<file path="config.mk">
export PLATFORM = sky130hd
export DESIGN_NAME = alu_operand_stage
export DESIGN_NICKNAME = d
export VERILOG_FILES = /design/src/rtl/alu_operand_stage.sv
export SDC_FILE = /design/constraint.sdc
export NUM_CORES = 1
export LEC_CHECK = 0
export CELL_PAD_IN_SITES_DETAIL_PLACEMENT = 0
export CELL_PAD_IN_SITES_GLOBAL_PLACEMENT = 1
export CORE_UTILIZATION = 39
export DETAILED_ROUTE_END_ITERATION = 10
export GPL_ROUTABILITY_DRIVEN = 0
export PLACE_DENSITY = 0.91
export SLEW_MARGIN = 20
export SYNTH_ARGS = -nofsm -noshare
export SYNTH_HDL_FRONTEND = slang
export SYNTH_SLANG_ARGS = --single-unit
</file>
<file path="constraint.sdc">
create_clock -name clk -period 2.09 [get_ports clk]
set_input_delay 0.418 -clock clk [delete_from_list [all_inputs] [get_ports clk]]
set_output_delay 0.418 -clock clk [all_outputs]
set_load 0.005 [all_outputs]
</file>
<file path="src/rtl/alu_operand_stage.sv">
// ID/EX operand stage: two-entry (main + skid) capture, immediate select, MEM/WB forwarding.
// Optional build macro ALU_OPERAND_FWD_EN enables forwarding and held-entry WB refresh.
module alu_operand_stage #(
  parameter int DATA_WIDTH     = 32,
  parameter int OPCODE_LENGTH  = 4,
  parameter int REG_ADDR_WIDTH = 5
) (
  input  logic                      clk,
  input  logic                      rst_n,
  input  logic                      in_valid,
  output logic                      in_ready,
  input  logic [DATA_WIDTH-1:0]     id_rs1_data,
  input  logic [DATA_WIDTH-1:0]     id_rs2_data,
  input  logic [DATA_WIDTH-1:0]     id_imm,
  input  logic                      id_alu_src,
  input  logic [OPCODE_LENGTH-1:0]  id_operation,
  input  logic [REG_ADDR_WIDTH-1:0] id_rs1_addr,
  input  logic [REG_ADDR_WIDTH-1:0] id_rs2_addr,
  input  logic [REG_ADDR_WIDTH-1:0] id_rd_addr,
  input  logic                      id_reg_write,
  input  logic                      flush,
  input  logic [REG_ADDR_WIDTH-1:0] mem_rd_addr,
  input  logic                      mem_reg_write,
  input  logic [DATA_WIDTH-1:0]     mem_result,
  input  logic [REG_ADDR_WIDTH-1:0] wb_rd_addr,
  input  logic                      wb_reg_write,
  input  logic [DATA_WIDTH-1:0]     wb_result,
  output logic                      out_valid,
  input  logic                      out_ready,
  output logic [DATA_WIDTH-1:0]     SrcA,
  output logic [DATA_WIDTH-1:0]     SrcB,
  output logic [OPCODE_LENGTH-1:0]  Operation,
  output logic [REG_ADDR_WIDTH-1:0] ex_rd_addr,
  output logic                      ex_reg_write
);

`ifdef ALU_OPERAND_FWD_EN
  localparam bit FwdEn = 1'b1;
`else
  localparam bit FwdEn = 1'b0;
`endif

  typedef struct packed {
    logic                      valid;
    logic [DATA_WIDTH-1:0]     rs1_data;
    logic [DATA_WIDTH-1:0]     rs2_data;
    logic [DATA_WIDTH-1:0]     imm;
    logic                      alu_src;
    logic [OPCODE_LENGTH-1:0]  operation;
    logic [REG_ADDR_WIDTH-1:0] rs1_addr;
    logic [REG_ADDR_WIDTH-1:0] rs2_addr;
    logic [REG_ADDR_WIDTH-1:0] rd_addr;
    logic                      reg_write;
  } entry_t;

  entry_t main_q, skid_q, main_d, skid_d;
  entry_t in_e, in_r, main_r, skid_r;
  logic   consume, accept;

  // A WB write landing on a held source keeps the stored copy current once the producer retires.
  function automatic entry_t refresh(input entry_t e, input logic we,
                                     input logic [REG_ADDR_WIDTH-1:0] wa,
                                     input logic [DATA_WIDTH-1:0] wd);
    entry_t r;
    r = e;
    if (FwdEn && we && (wa != '0)) begin
      if (e.rs1_addr == wa) r.rs1_data = wd;
      if (e.rs2_addr == wa) r.rs2_data = wd;
    end
    return r;
  endfunction

  function automatic logic [DATA_WIDTH-1:0] fwd(input logic [REG_ADDR_WIDTH-1:0] a,
                                                input logic [DATA_WIDTH-1:0] stored,
                                                input logic mwe,
                                                input logic [REG_ADDR_WIDTH-1:0] ma,
                                                input logic [DATA_WIDTH-1:0] md,
                                                input logic wwe,
                                                input logic [REG_ADDR_WIDTH-1:0] wa,
                                                input logic [DATA_WIDTH-1:0] wd);
    logic [DATA_WIDTH-1:0] r;
    r = stored;
    if (FwdEn && (a != '0)) begin
      if (mwe && (ma == a))      r = md;
      else if (wwe && (wa == a)) r = wd;
    end
    return r;
  endfunction

  always_comb begin
    in_e           = '0;
    in_e.valid     = 1'b1;
    in_e.rs1_data  = id_rs1_data;
    in_e.rs2_data  = id_rs2_data;
    in_e.imm       = id_imm;
    in_e.alu_src   = id_alu_src;
    in_e.operation = id_operation;
    in_e.rs1_addr  = id_rs1_addr;
    in_e.rs2_addr  = id_rs2_addr;
    in_e.rd_addr   = id_rd_addr;
    in_e.reg_write = id_reg_write;

    in_r   = refresh(in_e, wb_reg_write, wb_rd_addr, wb_result);
    main_r = refresh(main_q, wb_reg_write, wb_rd_addr, wb_result);
    skid_r = refresh(skid_q, wb_reg_write, wb_rd_addr, wb_result);

    consume = main_q.valid && out_ready;
    accept  = in_valid && !skid_q.valid;

    main_d = main_r;
    skid_d = skid_r;
    if (flush) begin
      main_d.valid = 1'b0;
      skid_d.valid = 1'b0;
    end else if (consume || !main_q.valid) begin
      if (skid_q.valid) begin
        main_d       = skid_r;
        skid_d.valid = 1'b0;
      end else if (accept) begin
        main_d = in_r;
      end else begin
        main_d.valid = 1'b0;
      end
    end else if (accept) begin
      skid_d = in_r;
    end
  end

  always_ff @(posedge clk or negedge rst_n) begin
    if (!rst_n) begin
      main_q <= '0;
      skid_q <= '0;
    end else begin
      main_q <= main_d;
      skid_q <= skid_d;
    end
  end

  logic [DATA_WIDTH-1:0] rs2_fwd;

  assign in_ready     = !skid_q.valid;
  assign out_valid    = main_q.valid;
  assign SrcA         = fwd(main_q.rs1_addr, main_q.rs1_data, mem_reg_write, mem_rd_addr,
                            mem_result, wb_reg_write, wb_rd_addr, wb_result);
  assign rs2_fwd      = fwd(main_q.rs2_addr, main_q.rs2_data, mem_reg_write, mem_rd_addr,
                            mem_result, wb_reg_write, wb_rd_addr, wb_result);
  assign SrcB         = main_q.alu_src ? main_q.imm : rs2_fwd;
  assign Operation    = main_q.operation;
  assign ex_rd_addr   = main_q.rd_addr;
  assign ex_reg_write = main_q.reg_write && (main_q.rd_addr != '0);

endmodule

</file>
==> out/metrics.yaml <==
status:
  status: "finished, violations left"
  violations: "setup timing"
synthesis:
  synth_fp_nets: 857
  ys_seq_area_frac: 0.5406
  yosysTopAreaCell: "dfrtp_1"
  synth_top_area_share: 0.5406
  ys_warn_count: 0
  syn_area_per_cell_sq_um: 15.17
  synth_area_leaders: "dfrtp_1 (54%), mux2_2 (35%), mux2_1 (4.6%)"
  yosys.cell_types.count: 18
  syn_area_sq_mm: 0.009998
  syn_inst: 659
  ys_seq_elements: 216
power_and_ir_drop:
  p_switching_mw: 2.928
  swShare: 0.2349
  leakagePower_nw: 5.512
  p_comb_frac: 0.210
  clockPowerShare: 0.345
  vdd_drop_max_v: 0.0005018
  total_power_mw: 12.47
  intPower_mw: 9.537
  powerDensity_mw_per_mm2: 948.9
  seqPwrFrac: 0.445
clock_network:
  cts_sinks: 216
  clk_path_buf_depth: 3
  cts_tree: "yes"
  cts_root_buf: "clkbuf_16"
  insertion_delay_ps: 510
  numCtsBuffers: 24
  htree_levels: 1
  cts.reportedPaths.clkPinSlew_ps: 60
setup_path:
  crit_chain: "buf_12 -> buf_12 -> buf_16 -> mux2_4 -> buf_6"
  rr_startpoint: "skid_q[117]$_DFFE_PN0P_"
  cp_max_fo: 8
  cp.arrival_ps: 1780
  end_kind: "output pin"
  cp.required_ps: 1670
  crit_top_cell: "buf_12"
  worst-path-buf-inv: 4
  r2r_slack_ps: 280
  path_class: "register to output pin"
  crit_path_max_incr_delay_ps: 440
  r2r_cells: 6
  critPathTopFamily: "buffers and inverters"
  r2r_end: "main_q[25]$_DFFE_PN0P_"
  cp-start-kind: "register"
  critPathSlowestCell: "dfrtp_2"
layout:
  instances_no_fill: 1181
  final_util: 0.5217
  drive_gt1_frac: 0.5041
  finalInstanceArea_sq_mm: 0.01314
  area_growth_pct: 31.38
  n_antenna_cell: 0
  fin_nets: 1032
min_path:
  hold_class: "input pin to asynchronous set/reset pin"
place:
  portBuffers: 187
  detailed_place_hpwl_um: 13750
  placed_cell_area_sq_mm: 0.01222
  dp_cells: 1128
die:
  pin_count: 274
  core-area_sq_mm: 0.02518
  dieArea_sq_mm: 0.02628
  die_x_um: 162.1
  die_h_um: 162.1
  initial_utilization: 0.3970
  rows: 58
routing:
  first_pass_iters: 4
  vias_per_cell: 4.882
  final_antenna_net_count: 0
  avgRoutedWirePerCell_um: 17.57
  drtIter0Drc: 249
  drc: 0
  vias: 5766
  drt-total-wl_um: 20750
sta:
  min_period_ps: 2201
  tightest_slew_ps: 539.5
  setup_slack_ps: -111.4
  maxSlewHeadroom: 0.6403
  fmax_mhz: 454.3
  slew_viol_final: 0
  rsz0062_at_grt: "true"
  finalCritPeriodShare: 1.053
  setup_viol: 17
  tns_ps: -1263
  skew_ps: 13.58
  finalHoldViolCount: 0
grt:
  grt_max_degree: 63
  antenna_found_initial: 2
  grt_first_pass_wirelength_um: 33950
  globalRoute.busiestLayer: "met2"
  gr-total-overflow: 0
  grt_usage: 0.1629
  grtUsageMet3: 0.04622
  grt_pass1_vias: 6320
  use_met2: 0.2667
  grt_use_met1: 0.2138
job:
  cap_viol_max_count: 0
## cells by family (layout without fill, tap and decap cells)
kind of cell / Yosys count / after routing / synth area share
compound gates: 2 / 2 / 0.001251
flops: 216 / 216 / 0.5406
buf+inv: 80 / 272 / 0.05419
mux: 353 / 353 / 0.3976
simple gates: 8 / 8 / 0.006383
## Yosys cell counts
cell and number:
nor2_2 1, a21oi_1 1, mux2_1 41, nor2b_2 1, nor2_1 1, dfrtp_1 216
clkbuf_1 12, buf_6 8, mux2_2 312, or4_1 1, buf_4 43, inv_1 1
buf_2 16, nor3_1 1, nor3_4 1, nand2b_1 1, o21a_1 1, nand3_2 1
## cell usage in the layout (no fill, tap or decap), types with 2 or more instances in the layout
cell / synthesis / layout
buf_12: 0 / 21
buf_16: 0 / 2
buf_2: 16 / 14
buf_4: 43 / 16
buf_6: 8 / 14
bufinv_16: 0 / 2
clkbuf_1: 12 / 5
clkbuf_16: 0 / 25
clkbuf_2: 0 / 4
clkbuf_8: 0 / 6
clkdlybuf4s50_1: 0 / 153
clkinv_2: 0 / 2
clkinvlp_4: 0 / 3
dfrtp_1: 216 / 214
mux2_1: 41 / 41
mux2_2: 312 / 309
mux2_4: 0 / 3
## cell type report
type                       count  area (sq um)
fill                        2111         12050
sequential                   216          5410
multi-input combinational    363          4070
timing repair buffer         228          2420
clock buffer                  36         726.9
tap                          330         412.9
clock inverter                 7         92.59
inverter                       1         3.754
## power by group through the flow
stage               clock, mW  combinational, mW  sequential, mW
floorplan                   0               1.54            5.46
global placement            0               2.54            5.56
detailed placement          0               2.60            5.63
CTS                      4.44               2.68            5.55
global route             4.62               2.85            5.67
finish                   4.30               2.62            5.54
## repair_timing
| item | 4_1_cts | 5_1_grt |
|---|---|---|
| setup endpoints to repair | 34 | 28 |
| hold buffers | 1 | 0 |
| pin swaps | 2 | 2 |
| cloned | 2 | 0 |
| buffers inserted | 7 | 0 |
| gates resized for setup | 136 | 6 |
| endpoints found under the hold margin | 56 | 0 |
## metal layers
metal,wire length [um],share of wire
met4,315,0.015
met1,9123,0.44
met3,1452,0.070
met5,13,0.00063
met2,9848,0.47
## registers in the layout, indices dropped and copies added, names as in the netlist
signal,cells
skid_q,108
main_q,34
SrcA,32
rs2_fwd,32
ex_rd_addr,5
Operation,4
out_valid,1
## worst max path at each step
stage                                start                endpoint  cells after the start
finish              main_q[20]$_DFFE_PN0P_                SrcB[23]                      5
global route        main_q[20]$_DFFE_PN0P_                SrcB[23]                      5
CTS                 main_q[20]$_DFFE_PN0P_                SrcB[23]                      5
detailed placement                   flush  skid_q[56]$_DFFE_PN0P_                      5
global placement                     flush  skid_q[65]$_DFFE_PN0P_                      5
floorplan           main_q[20]$_DFFE_PN0P_                SrcB[10]                      3
## stage by stage
stage / hold WS [ps] / setup WS, ps
floorplan: 122.4 / 440.4
global placement: 420.0 / -31.49
CTS: 459.8 / -148.4
detailed placement: 418.1 / -43.80
global route: 487.2 / -161.2
finish: 462.5 / -111.4
(Power assumes the default switching activity.)
